### config.mk
export PLATFORM = sky130hd
export DESIGN_NAME = sobel_window_filter_flat
export DESIGN_NICKNAME = d
export VERILOG_FILES = /design/src/rtl/sobel_window_filter_pkg.sv /design/src/rtl/sobel_window_filter_if.sv /design/src/rtl/sobel_window_filter_kernel.sv /design/src/rtl/sobel_window_filter.sv /design/src/flat_wrapper.sv
export SDC_FILE = /design/constraint.sdc
export NUM_CORES = 1
export LEC_CHECK = 0
export CORE_MARGIN = 2
export CORE_UTILIZATION = 38
export DETAILED_ROUTE_END_ITERATION = 8
export PLACE_DENSITY_LB_ADDON = 0.15
export SYNTH_ARGS = -nofsm -noshare
export SYNTH_HDL_FRONTEND = slang
export SYNTH_SLANG_ARGS = --single-unit
### constraint.sdc
create_clock -name clk -period 4.85 [get_ports clk]
set_clock_uncertainty 0.15 [all_clocks]
set_input_delay 1.455 -clock clk [delete_from_list [all_inputs] [get_ports clk]]
set_output_delay 1.455 -clock clk [all_outputs]
set_load 0.1 [all_outputs]
### src/rtl/sobel_window_filter_pkg.sv
// Shared types and the RGB444-to-gray helper for the Sobel window filter.
package sobel_pkg;

    typedef struct packed {
        logic [3:0] r;
        logic [3:0] g;
        logic [3:0] b;
    } rgb444_t;

    typedef logic [5:0]        gray_t;
    typedef logic signed [9:0] grad_t;
    typedef logic [8:0]        mag_t;

    // win[row][col]; row 0 is the top of the window, col 2 the newest column
    typedef gray_t [2:0][2:0]  window_t;

    localparam gray_t GRAY_MAX = 6'd60;

    function automatic gray_t rgb_to_gray(input rgb444_t px);
        gray_t sum;
        sum = gray_t'({2'b00, px.r}) + gray_t'({1'b0, px.g, 1'b0}) + gray_t'({2'b00, px.b});
        // Unreachable clamp for legal RGB444; documents the range downstream relies on
        return (sum > GRAY_MAX) ? GRAY_MAX : sum;
    endfunction

endpackage

### src/rtl/sobel_window_filter_if.sv
// Column-in / edge-pixel-out stream between the line buffer, the filter and the frame-store path.
interface sobel_window_filter_if;
    import sobel_pkg::*;

    rgb444_t row0_pixel;
    rgb444_t row1_pixel;
    rgb444_t row2_pixel;
    logic    in_edge;
    logic    in_valid;
    rgb444_t out_pixel;
    logic    out_edge;
    logic    out_valid;

    modport master (
        output row0_pixel, row1_pixel, row2_pixel, in_edge, in_valid,
        input  out_pixel, out_edge, out_valid
    );

    modport slave (
        input  row0_pixel, row1_pixel, row2_pixel, in_edge, in_valid,
        output out_pixel, out_edge, out_valid
    );

endinterface

### src/rtl/sobel_window_filter_kernel.sv
// Combinational 3x3 Sobel kernel: gray window in, signed Gx/Gy out (each within -240..240).
module sobel_kernel
    import sobel_pkg::*;
(
    input  window_t win_i,
    output grad_t   gx_o,
    output grad_t   gy_o
);

    function automatic grad_t sx(input gray_t g);
        return grad_t'({4'b0000, g});
    endfunction

    assign gx_o = (sx(win_i[0][2]) + (sx(win_i[1][2]) <<< 1) + sx(win_i[2][2]))
                - (sx(win_i[0][0]) + (sx(win_i[1][0]) <<< 1) + sx(win_i[2][0]));

    assign gy_o = (sx(win_i[0][0]) + (sx(win_i[0][1]) <<< 1) + sx(win_i[0][2]))
                - (sx(win_i[2][0]) + (sx(win_i[2][1]) <<< 1) + sx(win_i[2][2]));

endmodule

### src/rtl/sobel_window_filter.sv
// 3-stage Sobel edge filter over a sliding 3x3 gray window, one RGB444 edge pixel per column.
// Define SOBEL_THRESHOLD_EN to binarise the magnitude against THRESHOLD instead of grading it.
module sobel_window_filter
    import sobel_pkg::*;
#(
`ifdef SOBEL_THRESHOLD_EN
    parameter int THRESHOLD = 64
`else
    parameter int MAG_SHIFT = 4
`endif
) (
    input  logic                  clk,
    input  logic                  rst,
    sobel_window_filter_if.slave  bus
);

    logic [3:1] vld_pipe_q;

    // Stage 1: window and position tracking
    window_t    win_q, win_d;
    logic [1:0] col_cnt_q, col_cnt_d;
    logic [1:0] line_cnt_q, line_cnt_d;
    logic       border_d;
    logic       edge1_q, border1_q;

    // Stage 2: gradients
    grad_t      gx_d, gy_d;
    grad_t      gx_q, gy_q;
    logic       edge2_q, border2_q;

    // Stage 3: magnitude to pixel
    grad_t      abs_gx, abs_gy;
    mag_t       mag;
    rgb444_t    out_pixel_q, out_pixel_d;
    logic       out_edge_q;

    always_comb begin
        col_cnt_d  = col_cnt_q;
        line_cnt_d = line_cnt_q;
        win_d      = win_q;
        if (bus.in_valid) begin
            if (bus.in_edge) begin
                col_cnt_d = 2'd0;
                if (line_cnt_q != 2'd3) line_cnt_d = line_cnt_q + 2'd1;
            end else if (col_cnt_q != 2'd2) begin
                col_cnt_d = col_cnt_q + 2'd1;
            end
            for (int r = 0; r < 3; r++) begin
                win_d[r][0] = win_q[r][1];
                win_d[r][1] = win_q[r][2];
            end
            win_d[0][2] = rgb_to_gray(bus.row0_pixel);
            win_d[1][2] = rgb_to_gray(bus.row1_pixel);
            win_d[2][2] = rgb_to_gray(bus.row2_pixel);
        end
        // Border is judged on the post-update counts so the edge column itself counts as col 0
        border_d = (col_cnt_d < 2'd2) || (line_cnt_d < 2'd3);
    end

    sobel_kernel u_kernel (
        .win_i (win_q),
        .gx_o  (gx_d),
        .gy_o  (gy_d)
    );

    always_comb begin
        abs_gx = gx_q[9] ? -gx_q : gx_q;
        abs_gy = gy_q[9] ? -gy_q : gy_q;
        mag    = mag_t'(abs_gx + abs_gy);
`ifdef SOBEL_THRESHOLD_EN
        out_pixel_d = (!border2_q && (mag >= mag_t'(THRESHOLD))) ? rgb444_t'(12'hFFF)
                                                                   : rgb444_t'(12'h000);
`else
        begin
            mag_t       shifted;
            logic [3:0] inten;
            shifted     = mag >> MAG_SHIFT;
            inten       = (shifted > mag_t'(15)) ? 4'hF : shifted[3:0];
            out_pixel_d = border2_q ? rgb444_t'(12'h000) : rgb444_t'({inten, inten, inten});
        end
`endif
    end

    always_ff @(posedge clk) begin
        if (rst) begin
            vld_pipe_q  <= '0;
            win_q       <= '0;
            col_cnt_q   <= '0;
            line_cnt_q  <= '0;
            edge1_q     <= 1'b0;
            border1_q   <= 1'b0;
            gx_q        <= '0;
            gy_q        <= '0;
            edge2_q     <= 1'b0;
            border2_q   <= 1'b0;
            out_pixel_q <= '0;
            out_edge_q  <= 1'b0;
        end else begin
            vld_pipe_q <= {vld_pipe_q[2:1], bus.in_valid};
            win_q      <= win_d;
            col_cnt_q  <= col_cnt_d;
            line_cnt_q <= line_cnt_d;
            if (bus.in_valid) begin
                edge1_q   <= bus.in_edge;
                border1_q <= border_d;
            end
            if (vld_pipe_q[1]) begin
                gx_q      <= gx_d;
                gy_q      <= gy_d;
                edge2_q   <= edge1_q;
                border2_q <= border1_q;
            end
            if (vld_pipe_q[2]) begin
                out_pixel_q <= out_pixel_d;
                out_edge_q  <= edge2_q;
            end
        end
    end

    assign bus.out_pixel = out_pixel_q;
    assign bus.out_edge  = out_edge_q;
    assign bus.out_valid = vld_pipe_q[3];

endmodule

### src/flat_wrapper.sv
// flat-port wrapper written by rule: the top's interface ports become plain ports
module sobel_window_filter_flat import sobel_pkg::*;
#(

    parameter int MAG_SHIFT = 4

)
  (clk, rst, bus_row0_pixel, bus_row1_pixel, bus_row2_pixel, bus_in_edge, bus_in_valid, bus_out_pixel, bus_out_edge, bus_out_valid);
  sobel_window_filter_if bus_i ();
  input  logic clk;
  input  logic rst;
  input wire logic [$bits(bus_i.row0_pixel)-1:0] bus_row0_pixel;
  input wire logic [$bits(bus_i.row1_pixel)-1:0] bus_row1_pixel;
  input wire logic [$bits(bus_i.row2_pixel)-1:0] bus_row2_pixel;
  input wire logic [$bits(bus_i.in_edge)-1:0] bus_in_edge;
  input wire logic [$bits(bus_i.in_valid)-1:0] bus_in_valid;
  output wire logic [$bits(bus_i.out_pixel)-1:0] bus_out_pixel;
  output wire logic [$bits(bus_i.out_edge)-1:0] bus_out_edge;
  output wire logic [$bits(bus_i.out_valid)-1:0] bus_out_valid;
  assign bus_i.row0_pixel = bus_row0_pixel;
  assign bus_i.row1_pixel = bus_row1_pixel;
  assign bus_i.row2_pixel = bus_row2_pixel;
  assign bus_i.in_edge = bus_in_edge;
  assign bus_i.in_valid = bus_in_valid;
  assign bus_out_pixel = bus_i.out_pixel;
  assign bus_out_edge = bus_i.out_edge;
  assign bus_out_valid = bus_i.out_valid;
  sobel_window_filter #(.MAG_SHIFT(MAG_SHIFT)) u_core (.clk(clk), .rst(rst), .bus(bus_i));
endmodule
==> results list, run 1 <==
* Result of the run: finished, final reports clean
- After clock tree synthesis, the clock-pin slew on the worst setup and hold paths is ~0.06 ns.
* Type of the setup path with the least slack: flop to flop
* Static leakage: roughly 3.1 nW
- Root buf cell: clkbuf_16
* Origin of the critical flop-to-flop path: u_core.win_q[2]$_SDFFE_PP0P_
- Measured against its own limit, the worst slew margin works out to 0.3504.
- Derived from the worst setup path, the maximum achievable clock frequency is 257.3 MHz.
- Wire length of the first global-routing pass: around 21 mm
- The library cells used most frequently in the layout, excluding fill and tap cells, are 90 x dfxtp_1, 87 x nor2_1, 69 x inv_1.
* Io pins: 54
- Clock latency on the worst-skew pair, taken at its later pin, is approximately 0.35 ns.
- Final worst path period need: between 3 and 4 ns
- Share of post-route cells with drive strength above 1: 0.03650
- The worst setup path is captured at a flop.
* Cell Int Power: 1.851 mW
* Hold Startpoint: u_core.edge1_q$_SDFFE_PP0P_
- The number of global-route vias before repair is roughly 4400.
- Commonest register cell after synthesis: dfxtp_1
* Actual transition at the worst max-transition pin: just under 1 ns
- Of the total power, registers draw 0.306.
- Summed over all failing endpoints, the final setup total negative slack is 0 ns.
- Die width: ~130 um
- Compared with the post-synthesis result, the final layout area differs by 15.00%.
* Net switching fraction of the power: 0.3921
- Data on the critical path arrives at its endpoint at just under 4 ns.
- Resized cells post-CTS: 0
* Most common library cell in the layout ignoring fill and taps: dfxtp_1
- The number of slew-limit violations in the final report was 0.
- Worst Hold Path Cells: 2
* Detailed Route WL: roughly 12 mm
* Endpoint with the worst hold slack: u_core.edge1_q$_SDFFE_PP0P_
* Wire per inst: between 10 and 15 um
- CTS saw 90 sinks.
* CTS tree: built
- Clock Path Buffers: 2
- After legalization and detailed placement, the total HPWL measured 9.805 mm.
* Effective utilization at floorplan: 0.3914
- The die covers 17460 um^2.
- The signal on the critical path passes through inv_1 -> fa_1 -> inv_1 -> fa_1 -> inv_1 -> fa_1 -> ha_1 -> a21o_1 -> a21oi_1 -> o21ai_0 -> a21oi_1 -> or4b_2 -> o311ai_0.
* Vias/cell: 4.844
- Max_cap viols: 0
- Synthesis inferred 90 register bits.
- The final-report hold violation count is 0.
- Number of buffers added to fix hold violations after cts: 0
- STA classifies the critical path startpoint as a flop.
* Count of routing violations after the opening detailed-route iteration: 116
- Row generation in the floorplan step produced 46 rows.
- The share of synthesized area in the top cell type comes to 0.2888.
- For this run, asynchronously set or reset flops after synthesis account for 0.
- Sw power: ~1.2 mW
* CTS H-tree lvls: 3
* Count of final setup violators: 0
- Across the VDD grid, the largest voltage drop is ~0.21 mV.
- Across every metal layer, demand over resource in global routing totals 0.1488.
- In the routed design, unresolved DRC markers number 0.
- DR vias: 4364
- Cells after synthesis: 647
* Areal power density over the cells: around 420 nW/um^2
- Entering global routing, the biggest net connects 51 pins.
- Number of buffers inserted during clock tree synthesis: 9
- Synth Warn #: 0
* Core area: around 16000 um^2
- Gpl congestion: 0.7693
- In the post-synthesis netlist, the biggest area contributors are dfxtp_1 29%, fa_1 15%, ha_1 12%.
* WP data required: approximately 5 ns
* Sequential fraction of the synthesis area: 0.2888
- Avg Inst Size Synth: 9.644 um^2
- Number of nets in the finished design: about 830
- Setup slack on the worst reg-to-reg path comes out at between 0.9 and 1 ns.
- Antenna-violating nets left: 0
- Global routing finished with a remaining overflow of 0.
- Cell taking the most area after synthesis: dfxtp_1
* RR Endpoint: u_core.gx_q[6]$_SDFFE_PP0P_
- The number of cells on the worst reg-to-reg path is 13.
* RSZ-0062 raised after global routing: no
- Combinational cell fraction of total power: 0.468
- Mapped cell area: just over 6000 um^2
- Largest fanout of any net on the critical path: 3
- Antenna violations before repair: 0
* I/O Buffers: between 50 and 60
- Net count after synthesis: around 790
* Slowest CP cell: or4b_2
* EDFF count, synth: 0
* # Post-CTS Setup Buffers: 0
- Drt first pass iters: 4
- Part of the power in the clock network: 0.226
- The die is ~130 um tall.
* Yosys cell types: 48
* Largest stage delay, worst path: 0.61 ns
- At the end of the flow the core is filled with cells to 0.4501.
- In this run the worst hold path is classified as flop to flop.
- Antenna Diode Count: 0
- Final critical-path share of the clock period: 0.8013
==> power by group through the flow <==
stage	sequential [mW]	clock (mW)	combinational, mW
floorplan	0.957	0	1.10
global placement	0.945	0	1.42
detailed placement	0.949	0	1.43
CTS	0.933	0.711	1.44
global route	0.945	0.735	1.60
finish	0.930	0.689	1.43
==> metrics by stage <==
stage	worst slack [ns]	area (um^2)	power, mW	std cells	hold WS, ns
2_1_floorplan	1.160	6240	2.058	647	0.2950
3_3_place_gp	0.7117	6890	2.361	887	0.3086
3_5_place_dp	0.7005	6890	2.382	887	0.3140
4_1_cts	0.9364	7176	3.088	901	0.3238
5_1_grt	0.7384	7176	3.283	901	0.3376
6_report	0.9638	7176	3.044	901	0.3205
==> cells in the mapped netlist, types with 2 or more instances <==
library cell and number:
nor3b_1 5, buf_1 7, nand3b_1 2, ha_1 59, xnor2_1 34, a211oi_1 8
a22oi_1 6, dfxtp_1 90, a21oi_1 26, nor2b_1 9, nor3_1 9, inv_1 69
mux2i_1 58, o31ai_1 6, nand2_1 17, a31oi_1 6, o21ai_0 12, xor2_1 8
fa_1 48, o21a_1 2, o21bai_1 4, nand2b_1 9, buf_4 11, nand3_1 3
a221oi_2 2, nor2_1 87, a21o_1 16, o22ai_1 2, clkbuf_1 13
==> routing by layer <==
metal	track usage	routed length, um	part of all wire	vias up
met5	0	0	0	-
met4	0.04710	174	0.014	0
met3	0.03037	330	0.027	11
met2	0.2494	5964	0.48	50
met1	0.1924	5957	0.48	2085
li1	-	-	-	2218
==> cells by family (layout without fill, tap and decap cells) <==
kind of cell,Yosys count,after routing,share of synthesized area
buffers and inverters,101,139,0.06758
flip-flops,90,90,0.2888
AND/OR/NAND/NOR,151,151,0.1115
adder cells (fa/ha/maj),107,107,0.2723
XOR/XNOR,42,42,0.05895
multiplexers,58,58,0.09304
AO/OA/AOI/OAI,98,98,0.1079
==> area by class of cell <==
type	instances	area [um^2]
clock buffers	12	246.5
clock inverters	2	38.79
fillers	1521	8767
inverters	69	259.0
multi-input cells	456	4016
flip-flops and latches	90	1802
well taps	216	270.3
repair buffers	56	543.0
==> how the worst max path moves through the flow <==
| stage | slack [ns] | from | cells past startpoint | endpoint |
|---|---|---|---|---|
| floorplan | 1.16 | u_core.win_q[2]$_SDFFE_PP0P_ | 13 | u_core.gx_q[6]$_SDFFE_PP0P_ |
| global placement | 0.71 | bus_row0_pixel[1] | 9 | u_core.win_q[13]$_SDFFE_PP0P_ |
| detailed placement | 0.70 | bus_row0_pixel[1] | 9 | u_core.win_q[12]$_SDFFE_PP0P_ |
| CTS | 0.94 | u_core.win_q[13]$_SDFFE_PP0P_ | 15 | u_core.gy_q[8]$_SDFFE_PP0P_ |
| global route | 0.74 | u_core.win_q[2]$_SDFFE_PP0P_ | 14 | u_core.gx_q[7]$_SDFFE_PP0P_ |
| finish | 0.96 | u_core.win_q[2]$_SDFFE_PP0P_ | 13 | u_core.gx_q[6]$_SDFFE_PP0P_ |
==> state kept, by name (all words and copies together) (netlist names) <==
register and flops:
u_core.edge1_q 1, u_core.edge2_q 1, u_core.vld_pipe_q 3, u_core.bus.out_edge 1, u_core.win_q 54, u_core.border1_q 1, u_core.border2_q 1, u_core.bus.out_pixel 4
u_core.gy_q 10, u_core.line_cnt_q 2, u_core.gx_q 10, u_core.col_cnt_q 2
==> worst max-delay path: cells and delay by family (launching register included) <==
family | cells | cell delay [ns]
compound gates | 5 | 0.61
simple gates | 1 | 0.61
fa+ha+maj | 4 | 1.84
flops | 1 | 0.38
buf+inv | 3 | 0.19
(Power assumes the default switching activity.)
==> run 2: changes to the inputs <==
==> constraint.sdc (replaced) <==
create_clock -name clk -period 3.2 [get_ports clk]
set_clock_uncertainty 0.15 [all_clocks]
set_input_delay 0.96 -clock clk [delete_from_list [all_inputs] [get_ports clk]]
set_output_delay 0.96 -clock clk [all_outputs]
set_load 0.1 [all_outputs]
==> run 2 against run 1 <==
Compared with the run above:
- sequential power up 49%
- setup slack worse by 1.3 ns
- highest routed layer unchanged
- non-clock buffer count is 78 higher
- first-iteration DRC count is 41% higher
- final cell count up 8.9%
- via count grew 7.3%
- clock power is 57% higher
- the run now ends with negative setup slack left
- largest power group unchanged
- combinational power grew 110%
- utilization is 6.1 points higher
- critical endpoint is now u_core.gy_q[6]$_SDFFE_PP0P_
- sequential share of layout area fell by 2.8 points
==> results list, run 2 (same netlist as run 1, synthesis figures left out) <==
- Result of the run: finished with violations
- The final reports fail on negative setup slack.
* Number of global-route vias before repair: 4817 (+10%)
- Traced cell by cell, the critical path runs through fa_2 -> ha_4 -> a21o_1 -> a21oi_2 -> buf_4 -> buf_4 -> xnor2_1 -> fa_1 -> inv_2 -> ha_4 -> nand2_2 -> a2bb2oi_2 -> nor2b_2 -> xor2_1 -> o22ai_1.
* Share of post-route cells with drive strength above 1: 0.2497 (+0.2132)
- Antenna violations before repair: 0 (unchanged)
* Num Clock Sinks: 90 (unchanged)
- The number of antenna-violating nets in the routed design is 0 (unchanged).
- Registers with the most flip-flops: u_core.win_q: 54 flops, u_core.gx_q: 10 flops, u_core.gy_q: 10 flops
- Relative area change from synthesis to final layout: 30.54%
- WP data required: 3.26 ns (-1.68 ns)
* Final critical-path setup slack: -0.3381 ns (-1.302 ns)
- CTS tree: built
- The average routed wire per standard cell is 13.64 um (-1.1%).
- Std-Cell Rows: 46 (unchanged)
- Post-route core utilization: 0.5109 (+0.06082)
- The worst setup path is of the flop to flop kind.
- The number of inserted diodes came to 0 (unchanged).
* Met3 WL: 296 um (-10%)
* Total global routing track utilization: 0.1622 (+0.01344)
- Data arrival time at the worst-slack endpoint: 3.60 ns (-0.38 ns)
- The total number of vias was 4682 (+7.3%).
* Final HPWL DP: 10.52 mm (+7.3%)
- Among cell families on the critical path, the largest total delay comes from adder cells.
- Launching element type of the critical path: flop
- Number of buffers added to fix hold violations after cts: 0 (unchanged)
- The total wirelength of the detailed-routed design was 13.38 mm (+7.7%).
- Crit path buf inv count: 3 (unchanged)
- The final clock period utilization by the worst path is 1.106 (+0.3044).
- Chip height: 132.1 um (unchanged)
- Clock latency on the worst-skew pair: 0.35 ns (about the same)
- The number of search-and-repair iterations in the first detailed-routing pass was 4 (unchanged).
- Io pins: 54 (unchanged)
- Effective utilization at floorplan: 0.3914 (unchanged)
- The highest cell delay on the worst timing path came to 0.62 ns (about the same).
* Startpoint of the worst setup timing path: u_core.win_q[2]$_SDFFE_PP0P_
- The worst setup path is captured at a flop.
* I/O Buffers: 53 (unchanged)
* DRT met1 WL: 6.399 mm (+7.4%)
- Number of buffers inserted during clock tree synthesis: 9 (unchanged)
- Largest fanout of any net on the critical path: 4 (+1)
* Critical path depth in cells: 15 (+2)
* Origin of the critical flop-to-flop path: u_core.win_q[2]$_SDFFE_PP0P_
- The worst hold path begins at u_core.edge1_q$_SDFFE_PP0P_.
- Hold Violations, Final: 0 (unchanged)
* Register-to-Register Path Depth: 15 (+2)
- Static leakage: 3.670 nW (+17%)
- The number of design-rule violations left by the first detailed-router iteration was 164 (+41%).
* Vias/cell: 4.773 (-1.5%)
- Slowest CP cell: fa_2
- Clock Path Buffers: 2 (unchanged)
* Wire length on met2: 6.445 mm (+8.1%)
* Most common library cell in the layout ignoring fill and taps: buf_4
- Maximum number of pins on one net before global-route repair: 56 (+9.8%)
* RR Endpoint: u_core.gy_q[6]$_SDFFE_PP0P_
- Register Area: 1815 um^2 (+0.76%)
- Root buf cell: clkbuf_16
- The clock-pin slew reported for the worst setup and hold paths after clock tree synthesis was 0.07 ns (about the same).
* DRC errors left: 0 (unchanged)
- The final setup violation count came to 12 (+12).
- Actual transition at the worst max-transition pin: 0.8009 ns (-0.1704 ns)
- The tightest min-delay check is of the flop to flop type.
* Area taken by multi-input logic gates: 4374 um^2 (+8.9%)
- The final sum of negative setup slack came to -3.044 ns (-3.044 ns).
- For hold timing, the worst endpoint is u_core.edge1_q$_SDFFE_PP0P_.
* Wire length of the first global-routing pass: 23.01 mm (+9.7%)
- The number of H-tree levels is 3 (unchanged).
- Commonest cells after routing, fill and taps aside: 91 x buf_4, 85 x nor2_1, 81 x dfxtp_1
* Number of nets in the finished design: 907 (+9.4%)
* Slew Limit Fails: 0 (unchanged)
- u_core.win_q holds more flip-flops than any other register.
- Gr ovfl total: 0 (unchanged)
- R2R Setup Slk: -0.34 ns (-1.30 ns)
- The maximum VDD drop came to 0.3393 mV (+63%).
* Number of flip-flops under the largest register name: 54 (unchanged)
- Areal power density over the cells: 672.2 nW/um^2 (+58%)
* Worst Hold Path Cells: 2 (unchanged)
- The placeable core area came to 15940 um^2 (unchanged).
* Worst relative slew slack: 0.4660 (+0.1156)
- The die outline area came to 17460 um^2 (unchanged).
* Final worst path period need: 3.538 ns (-0.3481 ns)
- The horizontal die dimension was 132.1 um (unchanged).
- Setup repair after global routing could not meet its margin everywhere.
- Max_cap viols: 0 (unchanged)
- Maximum operating frequency: 282.6 MHz (+9.8%)
- The final weighted congestion in routability-driven placement is 0.7905 (+2.8%).
* Highest routed metal layer: met4
* Power after layout: 5.475 mW (+80%)
- Filler cells: 1513 (-0.53%)
[run 2: changes by cell type in the layout (fill, tap and decap cells not counted), moves of 8 or more]
| cell | change |
|---|---|
| ha_4 | +8 |
| ha_1 | -11 |
| dfxtp_2 | +8 |
| dfxtp_1 | -9 |
| a21oi_2 | +9 |
| clkdlybuf4s50_1 | -19 |
| a21oi_1 | -10 |
| xnor2_1 | -9 |
| buf_4 | +88 |
| xnor2_2 | +8 |
[run 2: layer usage]
layer  vias up  track usage
met5         -            0
met4         0      0.06341
met3        15      0.02422
met2        45       0.2691
met1      2241       0.2131
li1       2381            -
[run 2: worst max path at each step]
stage,end,slack [ns]
floorplan,u_core.gy_q[8]$_SDFFE_PP0P_,-0.26
global route,u_core.gy_q[6]$_SDFFE_PP0P_,-0.51
global placement,u_core.win_q[31]$_SDFFE_PP0P_,-0.51
detailed placement,u_core.win_q[31]$_SDFFE_PP0P_,-0.52
CTS,u_core.gy_q[8]$_SDFFE_PP0P_,-0.34
finish,u_core.gy_q[6]$_SDFFE_PP0P_,-0.34
[run 2: layout make-up]
| type | count | share of cell area |
|---|---|---|
| clock buffer | 11 | 0.02980 |
| clock inverter | 5 | 0.006605 |
| inverter | 69 | 0.03180 |
| multi-input combinational | 456 | 0.5370 |
| sequential | 90 | 0.2229 |
| tap | 216 | 0.03318 |
| timing repair buffer | 134 | 0.1387 |
[run 2: worst reg2reg max path, stage by stage (launching register included)]
cell       delay [ns]
dfxtp_4          0.36
fa_2             0.62
ha_4             0.20
a21o_1           0.16
a21oi_2          0.16
buf_4            0.13
buf_4            0.10
xnor2_1          0.13
fa_1             0.47
inv_2            0.09
ha_4             0.21
nand2_2          0.07
a2bb2oi_2        0.16
nor2b_2          0.17
xor2_1           0.15
o22ai_1          0.08
[run 2: where the power goes]
group | switching [mW] | leakage (nW) | internal, mW
clock network | 0.457 | 0.149 | 0.624
logic | 1.51 | 2.78 | 1.50
registers | 0.137 | 0.739 | 1.25
[run 2: stage by stage]
step / hold slack, ns / std cells / instance area (um^2) / worst slack, ns
after floorplan: 0.2950 / 647 / 6315 / -0.2596
after global placement: 0.3086 / 958 / 7476 / -0.5145
after CTS: 0.3315 / 979 / 7965 / -0.3409
after detailed placement: 0.3195 / 958 / 7476 / -0.5184
after global routing: 0.3593 / 981 / 8145 / -0.5139
final: 0.3288 / 981 / 8145 / -0.3381
[run 2: what timing repair did]
| item | CTS | global route |
|---|---|---|
| pin swaps | 25 | 29 |
| buffers inserted | 5 | 3 |
| setup endpoints to repair | 19 | 26 |
| gates resized for setup | 31 | 34 |
